$ cat src/rtl/riscv_ctrl_pkg.sv
// Shared control definitions for the multicycle RISC-V control unit.
// Holds the controller state encoding, the opcodes it decodes, and the
// mux/ALU/immediate select encodings shared with the datapath and ALU
// decoder. Also provides the per-state Moore output table.
package riscv_ctrl_pkg;

    typedef enum logic [3:0] {
        S_FETCH,
        S_DECODE,
        S_MEMADR,
        S_MEMREAD,
        S_MEMWRITE,
        S_MEMWB,
        S_EXECUTER,
        S_EXECUTEI,
        S_ALUWB,
        S_BEQ,
        S_JALR,
        S_JAL,
        S_LUI,
        S_ERROR
    } state_t;

    localparam logic [6:0] OP_NOP    = 7'b0000000;
    localparam logic [6:0] OP_LW     = 7'b0000011;
    localparam logic [6:0] OP_SW     = 7'b0100011;
    localparam logic [6:0] OP_RTYPE  = 7'b0110011;
    localparam logic [6:0] OP_ITYPE  = 7'b0010011;
    localparam logic [6:0] OP_BRANCH = 7'b1100011;
    localparam logic [6:0] OP_JAL    = 7'b1101111;
    localparam logic [6:0] OP_JALR   = 7'b1100111;
    localparam logic [6:0] OP_AUIPC  = 7'b0010111;
    localparam logic [6:0] OP_LUI    = 7'b0110111;

    localparam logic [1:0] SRCA_PC    = 2'b00;
    localparam logic [1:0] SRCA_OLDPC = 2'b01;
    localparam logic [1:0] SRCA_RS1   = 2'b10;
    localparam logic [1:0] SRCA_ZERO  = 2'b11;

    localparam logic [1:0] SRCB_RS2  = 2'b00;
    localparam logic [1:0] SRCB_IMM  = 2'b01;
    localparam logic [1:0] SRCB_FOUR = 2'b10;

    localparam logic [1:0] ALUOP_ADD   = 2'b00;
    localparam logic [1:0] ALUOP_SUB   = 2'b01;
    localparam logic [1:0] ALUOP_FUNCT = 2'b10;

    localparam logic [1:0] RES_ALUOUT    = 2'b00;
    localparam logic [1:0] RES_DATA      = 2'b01;
    localparam logic [1:0] RES_ALURESULT = 2'b10;

    localparam logic [2:0] IMM_I = 3'b000;
    localparam logic [2:0] IMM_S = 3'b001;
    localparam logic [2:0] IMM_B = 3'b010;
    localparam logic [2:0] IMM_J = 3'b011;
    localparam logic [2:0] IMM_U = 3'b100;

    // pc_update here is only the unconditional write from JAL; the fetch
    // PC increment is gated by mem_ready in the top module.
    typedef struct packed {
        logic       mem_req;
        logic       adr_src;
        logic       pc_update;
        logic       branch;
        logic       reg_write;
        logic       mem_write;
        logic [1:0] alu_src_a;
        logic [1:0] alu_src_b;
        logic [1:0] alu_op;
        logic [1:0] result_src;
    } ctrl_t;

    function automatic ctrl_t state_ctrl(input state_t s);
        ctrl_t c;
        c = '0;
        case (s)
            S_FETCH: begin
                c.mem_req    = 1'b1;
                c.alu_src_a  = SRCA_PC;
                c.alu_src_b  = SRCB_FOUR;
                c.alu_op     = ALUOP_ADD;
                c.result_src = RES_ALURESULT;
            end
            S_DECODE: begin
                c.alu_src_a = SRCA_OLDPC;
                c.alu_src_b = SRCB_IMM;
                c.alu_op    = ALUOP_ADD;
            end
            S_MEMADR: begin
                c.alu_src_a = SRCA_RS1;
                c.alu_src_b = SRCB_IMM;
                c.alu_op    = ALUOP_ADD;
            end
            S_MEMREAD: begin
                c.mem_req    = 1'b1;
                c.adr_src    = 1'b1;
                c.result_src = RES_ALUOUT;
            end
            S_MEMWRITE: begin
                c.mem_req    = 1'b1;
                c.adr_src    = 1'b1;
                c.result_src = RES_ALUOUT;
                c.mem_write  = 1'b1;
            end
            S_MEMWB: begin
                c.result_src = RES_DATA;
                c.reg_write  = 1'b1;
            end
            S_EXECUTER: begin
                c.alu_src_a = SRCA_RS1;
                c.alu_src_b = SRCB_RS2;
                c.alu_op    = ALUOP_FUNCT;
            end
            S_EXECUTEI: begin
                c.alu_src_a = SRCA_RS1;
                c.alu_src_b = SRCB_IMM;
                c.alu_op    = ALUOP_FUNCT;
            end
            S_ALUWB: begin
                c.result_src = RES_ALUOUT;
                c.reg_write  = 1'b1;
            end
            S_BEQ: begin
                c.alu_src_a  = SRCA_RS1;
                c.alu_src_b  = SRCB_RS2;
                c.alu_op     = ALUOP_SUB;
                c.result_src = RES_ALUOUT;
                c.branch     = 1'b1;
            end
            S_JALR: begin
                c.alu_src_a = SRCA_RS1;
                c.alu_src_b = SRCB_IMM;
                c.alu_op    = ALUOP_ADD;
            end
            S_JAL: begin
                c.alu_src_a  = SRCA_OLDPC;
                c.alu_src_b  = SRCB_FOUR;
                c.alu_op     = ALUOP_ADD;
                c.result_src = RES_ALUOUT;
                c.pc_update  = 1'b1;
            end
            S_LUI: begin
                c.alu_src_a = SRCA_ZERO;
                c.alu_src_b = SRCB_IMM;
                c.alu_op    = ALUOP_ADD;
            end
            default: c = '0;
        endcase
        return c;
    endfunction

endpackage

$ cat src/rtl/main_fsm_if.sv
// Control-unit bundle between the multicycle controller and the datapath.
// master: controller side (drives enables/selects, sees op and mem_ready).
// slave:  datapath/memory side.
interface main_fsm_if;
    logic [6:0] op;
    logic       mem_ready;
    logic       mem_req;
    logic       AdrSrc;
    logic       IRWrite;
    logic       PCUpdate;
    logic       Branch;
    logic       RegWrite;
    logic       MemWrite;
    logic [1:0] ALUSrcA;
    logic [1:0] ALUSrcB;
    logic [1:0] ALUOp;
    logic [1:0] ResultSrc;
    logic [2:0] ImmSrc;
    logic       illegal_instr;
    logic       bus_error;

    modport master (
        input  op, mem_ready,
        output mem_req, AdrSrc, IRWrite, PCUpdate, Branch, RegWrite, MemWrite,
               ALUSrcA, ALUSrcB, ALUOp, ResultSrc, ImmSrc, illegal_instr, bus_error
    );

    modport slave (
        output op, mem_ready,
        input  mem_req, AdrSrc, IRWrite, PCUpdate, Branch, RegWrite, MemWrite,
               ALUSrcA, ALUSrcB, ALUOp, ResultSrc, ImmSrc, illegal_instr, bus_error
    );
endinterface

$ cat src/rtl/main_fsm_immsrc_dec.sv
// Immediate-format decoder: opcode to ImmSrc, purely combinational.
// Ports:
//   i_op       opcode from the instruction register
//   o_imm_src  immediate format select for the extender
module immsrc_dec
    import riscv_ctrl_pkg::*;
(
    input  logic [6:0] i_op,
    output logic [2:0] o_imm_src
);

    always_comb begin
        o_imm_src = IMM_I;
        case (i_op)
            OP_LW, OP_ITYPE, OP_JALR: o_imm_src = IMM_I;
            OP_SW:                    o_imm_src = IMM_S;
            OP_BRANCH:                o_imm_src = IMM_B;
            OP_JAL:                   o_imm_src = IMM_J;
            OP_AUIPC, OP_LUI:         o_imm_src = IMM_U;
            default:                  o_imm_src = IMM_I;
        endcase
    end

endmodule

$ cat src/rtl/main_fsm.sv
// Multicycle RISC-V control unit: Moore FSM sequencing fetch, decode,
// execute, memory and writeback, with a memory ready/request handshake,
// an optional memory-wait watchdog and a selectable illegal-opcode policy.
// Ports:
//   clk    single clock, rising edge
//   reset  synchronous active-high reset
//   bus    controller side of main_fsm_if (op/mem_ready in, enables,
//          selects, ImmSrc and the sticky illegal_instr/bus_error out)
//
// state      | meaning
// -----------+--------------------------------------------------
// FETCH      | read instruction at PC, PC+4 on mem_ready
// DECODE     | read registers, target OldPC+imm into ALUOut
// MEMADR     | rs1+imm address for lw/sw
// MEMREAD    | load access, wait for mem_ready
// MEMWRITE   | store access, MemWrite held until mem_ready
// MEMWB      | write load data to rd
// EXECUTER   | rs1 op rs2
// EXECUTEI   | rs1 op imm
// ALUWB      | write ALUOut to rd
// BEQ        | compare, conditional PC write to ALUOut
// JALR       | rs1+imm target into ALUOut
// JAL        | PC <- ALUOut, OldPC+4 into ALUOut
// LUI        | 0+imm into ALUOut
// ERROR      | halted, all enables off until reset
module main_fsm
    import riscv_ctrl_pkg::*;
#(
    parameter int TRAP_ILLEGAL = 1,
    parameter int MEM_TIMEOUT  = 0,
    parameter int CNT_W        = (MEM_TIMEOUT > 0) ? $clog2(MEM_TIMEOUT + 1) : 1
) (
    input  logic       clk,
    input  logic       reset,
    main_fsm_if.master bus
);

    localparam logic [31:0]      TIMEOUT_U = 32'(MEM_TIMEOUT);
    localparam logic [CNT_W-1:0] CNT_MAX   = CNT_W'(MEM_TIMEOUT);

    state_t           r_state;
    ctrl_t            r_ctrl;
    logic             r_fetch;
    logic             r_illegal;
    logic             r_bus_error;
    logic [CNT_W-1:0] r_wait_cnt;

    state_t           w_next_state;
    logic             w_mem_state;
    logic             w_timeout;
    logic             w_illegal_op;
    logic [2:0]       w_imm_src;

    assign w_mem_state = (r_state == S_FETCH) || (r_state == S_MEMREAD) ||
                         (r_state == S_MEMWRITE);

    // Fires on the cycle the wait count would reach MEM_TIMEOUT; a
    // mem_ready in that same cycle completes the access instead.
    assign w_timeout = (MEM_TIMEOUT != 0) && w_mem_state && !bus.mem_ready &&
                       ((32'(r_wait_cnt) + 32'd1) >= TIMEOUT_U);

    always_comb begin
        w_next_state = r_state;
        w_illegal_op = 1'b0;
        case (r_state)
            S_FETCH:    if (bus.mem_ready) w_next_state = S_DECODE;
            S_DECODE: begin
                case (bus.op)
                    OP_LW, OP_SW: w_next_state = S_MEMADR;
                    OP_RTYPE:     w_next_state = S_EXECUTER;
                    OP_ITYPE:     w_next_state = S_EXECUTEI;
                    OP_BRANCH:    w_next_state = S_BEQ;
                    OP_JAL:       w_next_state = S_JAL;
                    OP_JALR:      w_next_state = S_JALR;
                    OP_AUIPC:     w_next_state = S_ALUWB;
                    OP_LUI:       w_next_state = S_LUI;
                    OP_NOP:       w_next_state = S_FETCH;
                    default: begin
                        w_illegal_op = 1'b1;
                        w_next_state = (TRAP_ILLEGAL != 0) ? S_ERROR : S_FETCH;
                    end
                endcase
            end
            S_MEMADR:   w_next_state = (bus.op == OP_SW) ? S_MEMWRITE : S_MEMREAD;
            S_MEMREAD:  if (bus.mem_ready) w_next_state = S_MEMWB;
            S_MEMWRITE: if (bus.mem_ready) w_next_state = S_FETCH;
            S_MEMWB, S_ALUWB, S_BEQ:         w_next_state = S_FETCH;
            S_EXECUTER, S_EXECUTEI, S_LUI:   w_next_state = S_ALUWB;
            S_JALR:     w_next_state = S_JAL;
            S_JAL:      w_next_state = S_ALUWB;
            S_ERROR:    w_next_state = S_ERROR;
            default:    w_next_state = S_FETCH;
        endcase
        if (w_timeout) w_next_state = S_ERROR;
    end

    // Outputs are registered from the next state so they line up with
    // r_state without any decode after the flops.
    always_ff @(posedge clk) begin
        if (reset) begin
            r_state     <= S_FETCH;
            r_ctrl      <= state_ctrl(S_FETCH);
            r_fetch     <= 1'b1;
            r_illegal   <= 1'b0;
            r_bus_error <= 1'b0;
            r_wait_cnt  <= '0;
        end else begin
            r_state <= w_next_state;
            r_ctrl  <= state_ctrl(w_next_state);
            r_fetch <= (w_next_state == S_FETCH);
            if (w_illegal_op && (TRAP_ILLEGAL != 0)) r_illegal <= 1'b1;
            if (w_timeout) r_bus_error <= 1'b1;
            if ((w_next_state != r_state) || bus.mem_ready) begin
                r_wait_cnt <= '0;
            end else if (w_mem_state && (r_wait_cnt != CNT_MAX)) begin
                r_wait_cnt <= r_wait_cnt + 1'b1;
            end
        end
    end

    immsrc_dec u_immsrc_dec (
        .i_op      (bus.op),
        .o_imm_src (w_imm_src)
    );

    assign bus.mem_req       = r_ctrl.mem_req;
    assign bus.AdrSrc        = r_ctrl.adr_src;
    assign bus.IRWrite       = r_fetch & bus.mem_ready;
    assign bus.PCUpdate      = r_ctrl.pc_update | (r_fetch & bus.mem_ready);
    assign bus.Branch        = r_ctrl.branch;
    assign bus.RegWrite      = r_ctrl.reg_write;
    assign bus.MemWrite      = r_ctrl.mem_write;
    assign bus.ALUSrcA       = r_ctrl.alu_src_a;
    assign bus.ALUSrcB       = r_ctrl.alu_src_b;
    assign bus.ALUOp         = r_ctrl.alu_op;
    assign bus.ResultSrc     = r_ctrl.result_src;
    assign bus.ImmSrc        = w_imm_src;
    assign bus.illegal_instr = r_illegal;
    assign bus.bus_error     = r_bus_error;

endmodule

$ cat src/flat_wrapper.sv
// flat-port wrapper written by rule: the top's interface ports become plain ports
module main_fsm_flat import riscv_ctrl_pkg::*;
#(
    parameter int TRAP_ILLEGAL = 1,
    parameter int MEM_TIMEOUT  = 0,
    parameter int CNT_W        = (MEM_TIMEOUT > 0) ? $clog2(MEM_TIMEOUT + 1) : 1
)
  (clk, reset, bus_op, bus_mem_ready, bus_mem_req, bus_AdrSrc, bus_IRWrite, bus_PCUpdate, bus_Branch, bus_RegWrite, bus_MemWrite, bus_ALUSrcA, bus_ALUSrcB, bus_ALUOp, bus_ResultSrc, bus_ImmSrc, bus_illegal_instr, bus_bus_error);
  main_fsm_if bus_i ();
  input  logic clk;
  input  logic reset;
  input wire logic [$bits(bus_i.op)-1:0] bus_op;
  input wire logic [$bits(bus_i.mem_ready)-1:0] bus_mem_ready;
  output wire logic [$bits(bus_i.mem_req)-1:0] bus_mem_req;
  output wire logic [$bits(bus_i.AdrSrc)-1:0] bus_AdrSrc;
  output wire logic [$bits(bus_i.IRWrite)-1:0] bus_IRWrite;
  output wire logic [$bits(bus_i.PCUpdate)-1:0] bus_PCUpdate;
  output wire logic [$bits(bus_i.Branch)-1:0] bus_Branch;
  output wire logic [$bits(bus_i.RegWrite)-1:0] bus_RegWrite;
  output wire logic [$bits(bus_i.MemWrite)-1:0] bus_MemWrite;
  output wire logic [$bits(bus_i.ALUSrcA)-1:0] bus_ALUSrcA;
  output wire logic [$bits(bus_i.ALUSrcB)-1:0] bus_ALUSrcB;
  output wire logic [$bits(bus_i.ALUOp)-1:0] bus_ALUOp;
  output wire logic [$bits(bus_i.ResultSrc)-1:0] bus_ResultSrc;
  output wire logic [$bits(bus_i.ImmSrc)-1:0] bus_ImmSrc;
  output wire logic [$bits(bus_i.illegal_instr)-1:0] bus_illegal_instr;
  output wire logic [$bits(bus_i.bus_error)-1:0] bus_bus_error;
  assign bus_i.op = bus_op;
  assign bus_i.mem_ready = bus_mem_ready;
  assign bus_mem_req = bus_i.mem_req;
  assign bus_AdrSrc = bus_i.AdrSrc;
  assign bus_IRWrite = bus_i.IRWrite;
  assign bus_PCUpdate = bus_i.PCUpdate;
  assign bus_Branch = bus_i.Branch;
  assign bus_RegWrite = bus_i.RegWrite;
  assign bus_MemWrite = bus_i.MemWrite;
  assign bus_ALUSrcA = bus_i.ALUSrcA;
  assign bus_ALUSrcB = bus_i.ALUSrcB;
  assign bus_ALUOp = bus_i.ALUOp;
  assign bus_ResultSrc = bus_i.ResultSrc;
  assign bus_ImmSrc = bus_i.ImmSrc;
  assign bus_illegal_instr = bus_i.illegal_instr;
  assign bus_bus_error = bus_i.bus_error;
  main_fsm #(.TRAP_ILLEGAL(TRAP_ILLEGAL), .MEM_TIMEOUT(MEM_TIMEOUT), .CNT_W(CNT_W)) u_core (.clk(clk), .reset(reset), .bus(bus_i));
endmodule
$ cat config.mk
export PLATFORM = sky130hd
export DESIGN_NAME = main_fsm_flat
export DESIGN_NICKNAME = d
export VERILOG_FILES = /design/src/rtl/riscv_ctrl_pkg.sv /design/src/rtl/main_fsm_if.sv /design/src/rtl/main_fsm_immsrc_dec.sv /design/src/rtl/main_fsm.sv /design/src/flat_wrapper.sv
export SDC_FILE = /design/constraint.sdc
export NUM_CORES = 1
export LEC_CHECK = 0
export CORE_MARGIN = 3
export CORE_UTILIZATION = 35
export CTS_CLUSTER_DIAMETER = 200
export DETAILED_ROUTE_END_ITERATION = 6
export PLACE_DENSITY = 0.63
export SETUP_SLACK_MARGIN = 0.15
export SKIP_LAST_GASP = 1
export SLEW_MARGIN = 10
export SYNTH_ARGS = -nofsm -noshare
export SYNTH_HDL_FRONTEND = slang
export SYNTH_HIERARCHICAL = 1
export SYNTH_SLANG_ARGS = --single-unit
$ cat constraint.sdc
create_clock -name clk -period 4.75 [get_ports clk]
set_input_delay 0.7125 -clock clk [delete_from_list [all_inputs] [get_ports clk]]
set_output_delay 0.7125 -clock clk [all_outputs]
set_load 0.02 [all_outputs]
==> metrics.txt, run 1 <==
# TYPE chip_impl_metric gauge
chip_impl_metric{name="avgRoutedWirePerCell",unit="µm"} 13.0
chip_impl_metric{name="finalCritPeriodShare",unit=""} 0.678
chip_impl_metric{name="fp.dieW",unit="µm"} 64.6
chip_impl_metric{name="start_util",unit=""} 0.381
chip_impl_metric{name="detail_route.drc_violations",unit=""} 0
chip_impl_metric{name="port_buffers",unit=""} 28
chip_impl_metric{name="postSynthAreaPerCell",unit="µm²"} 8.52
chip_impl_metric{name="cts_num_sinks",unit=""} 19
chip_impl_metric{name="cts.htree.levels",unit=""} 1
chip_impl_metric{name="yosys.area_share.xor_xnor",unit=""} 0.0146
chip_impl_metric{name="core_area",unit="µm²"} 3150
chip_impl_metric{name="hold_path_depth",unit=""} 2
chip_impl_info{name="holdCritPathClass",value="reg2reg"} 1
chip_impl_metric{name="slew_violations",unit=""} 0
chip_impl_metric{name="final_hold_viol_count",unit=""} 0
chip_impl_metric{name="number_of_clock_buffers_inserted_by_tritoncts",unit=""} 3
chip_impl_metric{name="crit_path_max_fanout",unit=""} 12
chip_impl_metric{name="antenna_cell_count",unit=""} 0
chip_impl_metric{name="initial_antenna_violation_count",unit=""} 0
chip_impl_metric{name="worstPathArrival",unit="ns"} 2.51
chip_impl_metric{name="slew-limit-headroom",unit=""} 0.645
chip_impl_metric{name="finalSetupTns",unit="ns"} 0
chip_impl_metric{name="synth_simple_gate_area_share",unit=""} 0.361
chip_impl_metric{name="achievable_freq",unit="MHz"} 310
chip_impl_metric{name="postLayoutCellArea",unit="µm²"} 1460
chip_impl_metric{name="yosysSeqAreaShare",unit=""} 0.317
chip_impl_metric{name="reg2reg_depth",unit=""} 6
chip_impl_metric{name="switching_power",unit="µW"} 128
chip_impl_metric{name="slowest_delay",unit="ns"} 0.63
chip_impl_metric{name="postCtsSetupRepairBufs",unit=""} 0
chip_impl_metric{name="switching_share",unit=""} 0.324
chip_impl_metric{name="dr.first_iter.drc_count",unit=""} 50
chip_impl_metric{name="ios",unit=""} 30
chip_impl_metric{name="path_clk_slew",unit="ns"} 0.10
chip_impl_metric{name="cts_hold_buffers",unit=""} 0
chip_impl_info{name="start_kind",value="input pin"} 1
chip_impl_metric{name="crit_buf_inv",unit=""} 2
chip_impl_metric{name="worst-slew-pin-transition",unit="ns"} 0.532
chip_impl_metric{name="power.density_cell_area",unit="nW/µm²"} 272
chip_impl_info{name="timing.rr.end",value="u_core/bus.RegWrite"} 1
chip_impl_info{name="worstPathCellList",value="clkdlybuf4s50_1, or3_1, a21boi_1, clkdlybuf4s50_1"} 1
chip_impl_info{name="tritoncts",value="built"} 1
chip_impl_metric{name="post_synth_inst_count",unit=""} 141
chip_impl_metric{name="final.setup_skew",unit="ns"} 0.00489
chip_impl_metric{name="globalplace.congestion",unit=""} 0.940
chip_impl_metric{name="synthArstFlopShare",unit=""} 0
chip_impl_metric{name="synth.yosys.warnings",unit=""} 6
chip_impl_metric{name="p_int",unit="µW"} 268
chip_impl_metric{name="final_util",unit=""} 0.462
chip_impl_metric{name="synth_mux_area_frac",unit=""} 0
chip_impl_metric{name="post_cts.resized_instances",unit=""} 0
chip_impl_info{name="critPathKind",value="in2out"} 1
chip_impl_metric{name="power.combinational.fraction",unit=""} 0.336
chip_impl_metric{name="global_route.usage.total",unit=""} 0.137
chip_impl_info{name="reg_to_reg_critical_path_startpoint",value="u_core/r_state[1]"} 1
chip_impl_metric{name="worstSkewPairLatency",unit="ns"} 0.29
chip_impl_metric{name="die_area",unit="µm²"} 4170
chip_impl_metric{name="postPlaceCellArea",unit="µm²"} 1430
chip_impl_metric{name="drt-total-wl",unit="µm"} 2610
chip_impl_metric{name="synth-seq-cells",unit=""} 19
chip_impl_metric{name="synth_compound_area_frac",unit=""} 0.194
chip_impl_metric{name="post_drt_via_cell_ratio",unit=""} 5.34
chip_impl_info{name="cts_root_buffer",value="clkbuf_4"} 1
chip_impl_metric{name="dpl.hpwl",unit="µm"} 2010
chip_impl_metric{name="drtPass1Iterations",unit=""} 4
chip_impl_metric{name="finalNetCount",unit=""} 168
chip_impl_metric{name="synth.cell_area",unit="µm²"} 1200
chip_impl_metric{name="clock_path_buffers",unit=""} 2
chip_impl_metric{name="post_synth_num_cell_types",unit=""} 52
chip_impl_metric{name="rrSetupSlack",unit="ns"} 2.53
chip_impl_info{name="final_common_cell",value="clkdlybuf4s50_1"} 1
chip_impl_metric{name="grt.overflow.total",unit=""} 0
chip_impl_info{name="hp-start",value="u_core/bus.illegal_instr"} 1
chip_impl_info{name="worst_setup_path_startpoint",value="bus_op[6]"} 1
chip_impl_metric{name="flow.area_growth_from_synthesis",unit="%"} 21.3
chip_impl_metric{name="ant_nets",unit=""} 0
chip_impl_info{name="postSynth.topFlopCell",value="dfxtp_1"} 1
chip_impl_metric{name="num_rows",unit=""} 20
chip_impl_metric{name="grt_first_pass_wirelength",unit="µm"} 4600
chip_impl_metric{name="p_leak",unit="µW"} 0.000524
chip_impl_metric{name="power_frac_clock",unit=""} 0.196
chip_impl_info{name="cpMaxStageDelayCell",value="clkdlybuf4s50_1"} 1
chip_impl_info{name="synth_top_family_by_area",value="simple AND/OR/NAND/NOR gates"} 1
chip_impl_info{name="status",value="finished, final reports clean"} 1
chip_impl_metric{name="drive_above_1_share",unit=""} 0.0828
chip_impl_info{name="endpoint_kind",value="primary output"} 1
chip_impl_metric{name="vdd.ir_drop.worst",unit="mV"} 0.0855
chip_impl_metric{name="max_cap_violations",unit=""} 0
chip_impl_metric{name="die_height",unit="µm"} 64.6
chip_impl_info{name="crit_top_cell",value="clkdlybuf4s50_1"} 1
chip_impl_info{name="cp_top_family",value="buffers and inverters"} 1
chip_impl_metric{name="timing.critical_path.required",unit="ns"} 4.04
chip_impl_metric{name="first_global_vias",unit=""} 983
chip_impl_metric{name="grt_start_max_net_pins",unit=""} 16
chip_impl_metric{name="setup_viol",unit=""} 0
chip_impl_info{name="hold_end",value="u_core/bus.illegal_instr"} 1
chip_impl_metric{name="power.sequential.fraction",unit=""} 0.468
chip_impl_metric{name="vias",unit=""} 1073
chip_impl_metric{name="fin_crit",unit="ns"} 3.22
chip_impl_metric{name="number_of_enable_flip_flop_cells_after_synthesis",unit=""} 0
chip_impl_info{name="rsz_0062_raised_after_global_routing",value="no"} 1
chip_impl_metric{name="synth_nets",unit=""} 151
chip_impl_info{name="most-common-layout-cells",value="28 x clkdlybuf4s50_1, 19 x dfxtp_1, 10 x nor2_1, 9 x nand2_1, 8 x nor3_1"} 1
chip_impl_metric{name="yosys.area_share.adder",unit=""} 0
## synthesized netlist by cell type (2+ instances only)
cell / count / area share
nand4b_1: 2 / 0.015
clkbuf_1: 2 / 0.0063
a21oi_1: 3 / 0.012
o21ai_0: 2 / 0.0083
a31oi_1: 2 / 0.010
nand3_1: 6 / 0.025
and3_1: 3 / 0.016
buf_2: 4 / 0.017
nor4_1: 3 / 0.016
o211ai_1: 4 / 0.025
nand4_1: 2 / 0.010
nand2_1: 9 / 0.028
nor2_1: 10 / 0.031
dfxtp_1: 19 / 0.32
inv_1: 7 / 0.022
or3_1: 4 / 0.021
nor3b_1: 4 / 0.025
nand2b_1: 3 / 0.016
and2_1: 3 / 0.016
a41o_1: 2 / 0.017
nor3_1: 8 / 0.033
buf_4: 9 / 0.056
## metrics by stage
stage	hold slack (ns)	setup WS [ns]	cells	total power (µW)
6_report	0.462	1.53	201	397
5_1_grt	0.549	1.44	201	424
4_1_cts	0.471	1.52	201	403
3_5_place_dp	0.457	1.50	197	323
3_3_place_gp	0.461	1.56	197	322
2_1_floorplan	0.522	2.43	141	282
## sequential cells by signal (all words and copies together) (netlist names)
signal	count
u_core/r_state	4
u_core/bus.ALUOp	2
u_core/bus.ALUSrcA	2
u_core/bus.ALUSrcB	2
u_core/bus.ResultSrc	2
u_core/bus.AdrSrc	1
u_core/bus.Branch	1
u_core/bus.MemWrite	1
u_core/bus.RegWrite	1
u_core/bus.illegal_instr	1
u_core/bus.mem_req	1
u_core/r_ctrl	1
## power by group through the flow
stage          combinational [µW]  clock (µW)  sequential [µW]
4_1_cts                       134        82.8              186
2_1_floorplan                94.3           0              188
5_1_grt                       147        89.0              188
6_report                      133        77.6              186
3_5_place_dp                  134           0              190
3_3_place_gp                  133           0              189
## per-layer routing
| metal | part of all wire | GRT usage | wire length (µm) |
|---|---|---|---|
| met5 | 0 | 0 | 0 |
| met4 | 0.0065 | 0.0449 | 17 |
| met3 | 0.038 | 0.0225 | 100 |
| met2 | 0.50 | 0.233 | 1300 |
| met1 | 0.46 | 0.174 | 1190 |
## logic make-up after synthesis
kind of cell / Yosys count
XOR/XNOR: 2
AND/OR/NAND/NOR: 70
buffers and inverters: 23
AO/OA/AOI/OAI: 26
other: 1
flip-flops: 19
## worst reg2reg max path, cell delays in order (launching register included)
cell,delay (ns)
dfxtp_1,0.56
inv_1,0.14
a41o_1,0.21
a221oi_2,0.46
nand3_1,0.16
o21a_1,0.21
a2111oi_1,0.36
## how the worst max path moves through the flow
stage,endpoint,slack [ns],cells past startpoint
after CTS,bus_ImmSrc[0],1.52,4
final,bus_ImmSrc[0],1.53,4
after global placement,bus_ImmSrc[0],1.56,4
after global routing,bus_ImmSrc[0],1.44,4
after floorplan,u_core/bus.RegWrite,2.43,7
after detailed placement,bus_ImmSrc[0],1.50,4
## cell type report
type / count / area (µm²)
Clock buffer: 4 / 26.3
Fill cell: 324 / 1700
Timing Repair Buffer: 28 / 280
Inverter: 7 / 26.3
Sequential cell: 19 / 380
Multi-Input combinational cell: 99 / 688
Tap cell: 44 / 55.1
(Power assumes the default switching activity.)
==> run 2, diff against run 1 <==
Settings changed: PLACE_DENSITY 0.63 to 0.65.
Clock period 4.75 ns to 2.7 ns, I/O delays scaled along.
==> run 2 against run 1 <==
Compared with the run above:
- clock skew shrank 0.0020 ns
- cell count rose by 8.5%
- sequential power is 76% higher
- critical endpoint is now u_core/bus.ALUSrcA[0]
==> metrics.txt, run 2 (synthesis results as in run 1) <==
# TYPE chip_impl_metric gauge
chip_impl_metric{name="worstPathArrival",unit="ns"} 2.64
chip_impl_metric{name="cts.htree.levels",unit=""} 1
chip_impl_metric{name="ant_nets",unit=""} 0
chip_impl_metric{name="crit_buf_inv",unit=""} 2
chip_impl_metric{name="finalNetCount",unit=""} 185
chip_impl_metric{name="dpl.hpwl",unit="µm"} 2190
chip_impl_metric{name="cts_hold_buffers",unit=""} 0
chip_impl_metric{name="fp.dieW",unit="µm"} 64.6
chip_impl_metric{name="post_drt_via_cell_ratio",unit=""} 5.30
chip_impl_metric{name="crit_path_max_fanout",unit=""} 10
chip_impl_info{name="status",value="finished, final reports clean"} 1
chip_impl_metric{name="dr.first_iter.drc_count",unit=""} 34
chip_impl_metric{name="post_cts.resized_instances",unit=""} 1
chip_impl_info{name="cpMaxStageDelayCell",value="clkdlybuf4s50_1"} 1
chip_impl_metric{name="p_leak",unit="µW"} 0.000650
chip_impl_metric{name="globalplace.congestion",unit=""} 0.824
chip_impl_metric{name="drive_above_1_share",unit=""} 0.178
chip_impl_metric{name="slew_violations",unit=""} 0
chip_impl_metric{name="flow.area_growth_from_synthesis",unit="%"} 33.2
chip_impl_info{name="cts_root_buffer",value="clkbuf_4"} 1
chip_impl_metric{name="slowest_delay",unit="ns"} 0.55
chip_impl_metric{name="worstSetupPathDepth",unit=""} 7
chip_impl_info{name="final_common_cell",value="clkdlybuf4s50_1"} 1
chip_impl_metric{name="drtPass1Iterations",unit=""} 4
chip_impl_info{name="start_kind",value="input pin"} 1
chip_impl_info{name="most-common-layout-cells",value="25 x clkdlybuf4s50_1, 19 x dfxtp_1, 17 x buf_4, 10 x nor2_1, 9 x nand2_1"} 1
chip_impl_metric{name="avgRoutedWirePerCell",unit="µm"} 12.9
chip_impl_metric{name="largest_register_ff_count",unit=""} 4
chip_impl_metric{name="vdd.ir_drop.worst",unit="mV"} 0.209
chip_impl_metric{name="die_area",unit="µm²"} 4170
chip_impl_metric{name="start_util",unit=""} 0.381
chip_impl_metric{name="setup_viol",unit=""} 0
chip_impl_metric{name="ios",unit=""} 30
chip_impl_metric{name="path_clk_slew",unit="ns"} 0.11
chip_impl_metric{name="number_of_clock_buffers_inserted_by_tritoncts",unit=""} 3
chip_impl_metric{name="fillers",unit=""} 309
chip_impl_info{name="cp_top_family",value="simple AND/OR/NAND/NOR gates"} 1
chip_impl_metric{name="fin_crit",unit="ns"} 2.43
chip_impl_metric{name="final.setup_skew",unit="ns"} 0.00288
chip_impl_metric{name="num_rows",unit=""} 20
chip_impl_metric{name="power.density_cell_area",unit="nW/µm²"} 450
chip_impl_info{name="critPathKind",value="in2reg"} 1
chip_impl_metric{name="die_height",unit="µm"} 64.6
chip_impl_info{name="worstPathCellList",value="clkdlybuf4s50_1, or2b_1, buf_4, o41ai_2, nand3_1, or4_1, o221ai_1"} 1
chip_impl_metric{name="max_cap_violations",unit=""} 0
chip_impl_info{name="endpoint_kind",value="register"} 1
chip_impl_metric{name="achievable_freq",unit="MHz"} 411
chip_impl_metric{name="postCtsSetupRepairBufs",unit=""} 0
chip_impl_metric{name="grt_start_max_net_pins",unit=""} 16
chip_impl_metric{name="finalSetupTns",unit="ns"} 0
chip_impl_metric{name="final_hold_viol_count",unit=""} 0
chip_impl_metric{name="worstSkewPairLatency",unit="ns"} 0.29
chip_impl_metric{name="initial_antenna_violation_count",unit=""} 0
chip_impl_metric{name="timing.critical_path.required",unit="ns"} 2.91
chip_impl_metric{name="global_route.usage.total",unit=""} 0.142
chip_impl_metric{name="detail_route.drc_violations",unit=""} 0
chip_impl_metric{name="first_global_vias",unit=""} 1056
chip_impl_metric{name="drt-total-wl",unit="µm"} 2810
chip_impl_metric{name="vias",unit=""} 1155
chip_impl_metric{name="slew-limit-headroom",unit=""} 0.575
chip_impl_metric{name="final_util",unit=""} 0.508
chip_impl_metric{name="postPlaceCellArea",unit="µm²"} 1560
chip_impl_metric{name="worst-slew-pin-transition",unit="ns"} 0.631
chip_impl_metric{name="grt.overflow.total",unit=""} 0
chip_impl_info{name="holdCritPathClass",value="reg2reg"} 1
chip_impl_metric{name="port_buffers",unit=""} 28
chip_impl_metric{name="ff_latch_area",unit="µm²"} 380
chip_impl_metric{name="hold_path_depth",unit=""} 2
chip_impl_metric{name="postLayoutCellArea",unit="µm²"} 1600
chip_impl_metric{name="core_area",unit="µm²"} 3150
chip_impl_metric{name="reg2reg_depth",unit=""} 6
chip_impl_metric{name="antenna_cell_count",unit=""} 0
chip_impl_metric{name="multiInputGateArea",unit="µm²"} 699
chip_impl_info{name="registers.top_by_ff_count",value="u_core/r_state"} 1
chip_impl_metric{name="finalCritPeriodShare",unit=""} 0.902
chip_impl_info{name="rsz_0062_raised_after_global_routing",value="no"} 1
chip_impl_metric{name="clock_path_buffers",unit=""} 2
chip_impl_info{name="tritoncts",value="built"} 1
chip_impl_metric{name="grt_first_pass_wirelength",unit="µm"} 4790
chip_impl_metric{name="cts_num_sinks",unit=""} 19
## run 2: changes by cell type in the layout (fill, tap and decap cells not counted)
| cell | previous run | this run |
|---|---|---|
| buf_4 | 0 | 17 |
| a221oi_2 | 1 | 0 |
| clkbuf_1 | 1 | 0 |
| clkinv_2 | 0 | 1 |
| dlymetal6s2s_1 | 0 | 2 |
| clkdlybuf4s50_1 | 28 | 25 |
| dlygate4sd2_1 | 0 | 1 |
| a221oi_4 | 0 | 1 |
## run 2: through the flow
stage                     setup WS (ns)  hold WS [ns]  power (µW)  std cells
final                             0.266         0.456         720        218
after global routing              0.152         0.480         764        218
after CTS                         0.186         0.458         722        218
after detailed placement        -0.0451         0.444         584        214
after global placement           0.0379         0.438         581        214
after floorplan                   0.687         0.489         497        141
## run 2: final cells by class
| type | instances | area share |
|---|---|---|
| tap | 44 | 0.0344 |
| clock inverter | 1 | 0.00313 |
| clock buffer | 3 | 0.0141 |
| timing repair buffer | 45 | 0.257 |
| inverter | 7 | 0.0164 |
| multi-input combinational | 99 | 0.437 |
| sequential | 19 | 0.238 |
## run 2: worst register-to-register path: cells and delay by family, from the launching register on
kind / cells / cell delay [ns]
compound gates: 3 / 0.68
buf+inv: 1 / 0.19
flops: 1 / 0.56
simple gates: 2 / 0.71
## run 2: where the power goes
part	leakage, µW	switching (µW)	internal, µW
Combinational	0.000477	131	122
Sequential	0.000155	20.8	306
Clock	0.0000177	84.6	55.1
## run 2: final timing paths
path | start | slack [ns] | end
max reg2reg | u_core/r_state[1] | 0.46 | u_core/bus.RegWrite
min | u_core/bus.illegal_instr | 0.46 | u_core/bus.illegal_instr
min reg2reg | u_core/bus.illegal_instr | 0.46 | u_core/bus.illegal_instr
max | bus_op[4] | 0.27 | u_core/bus.ALUSrcA[0]
## run 2: routing by layer
metal	GRT usage	share of wire
met5	0	0
met1	0.192	0.49
met2	0.232	0.47
met4	0.0237	0.0061
met3	0.0329	0.035
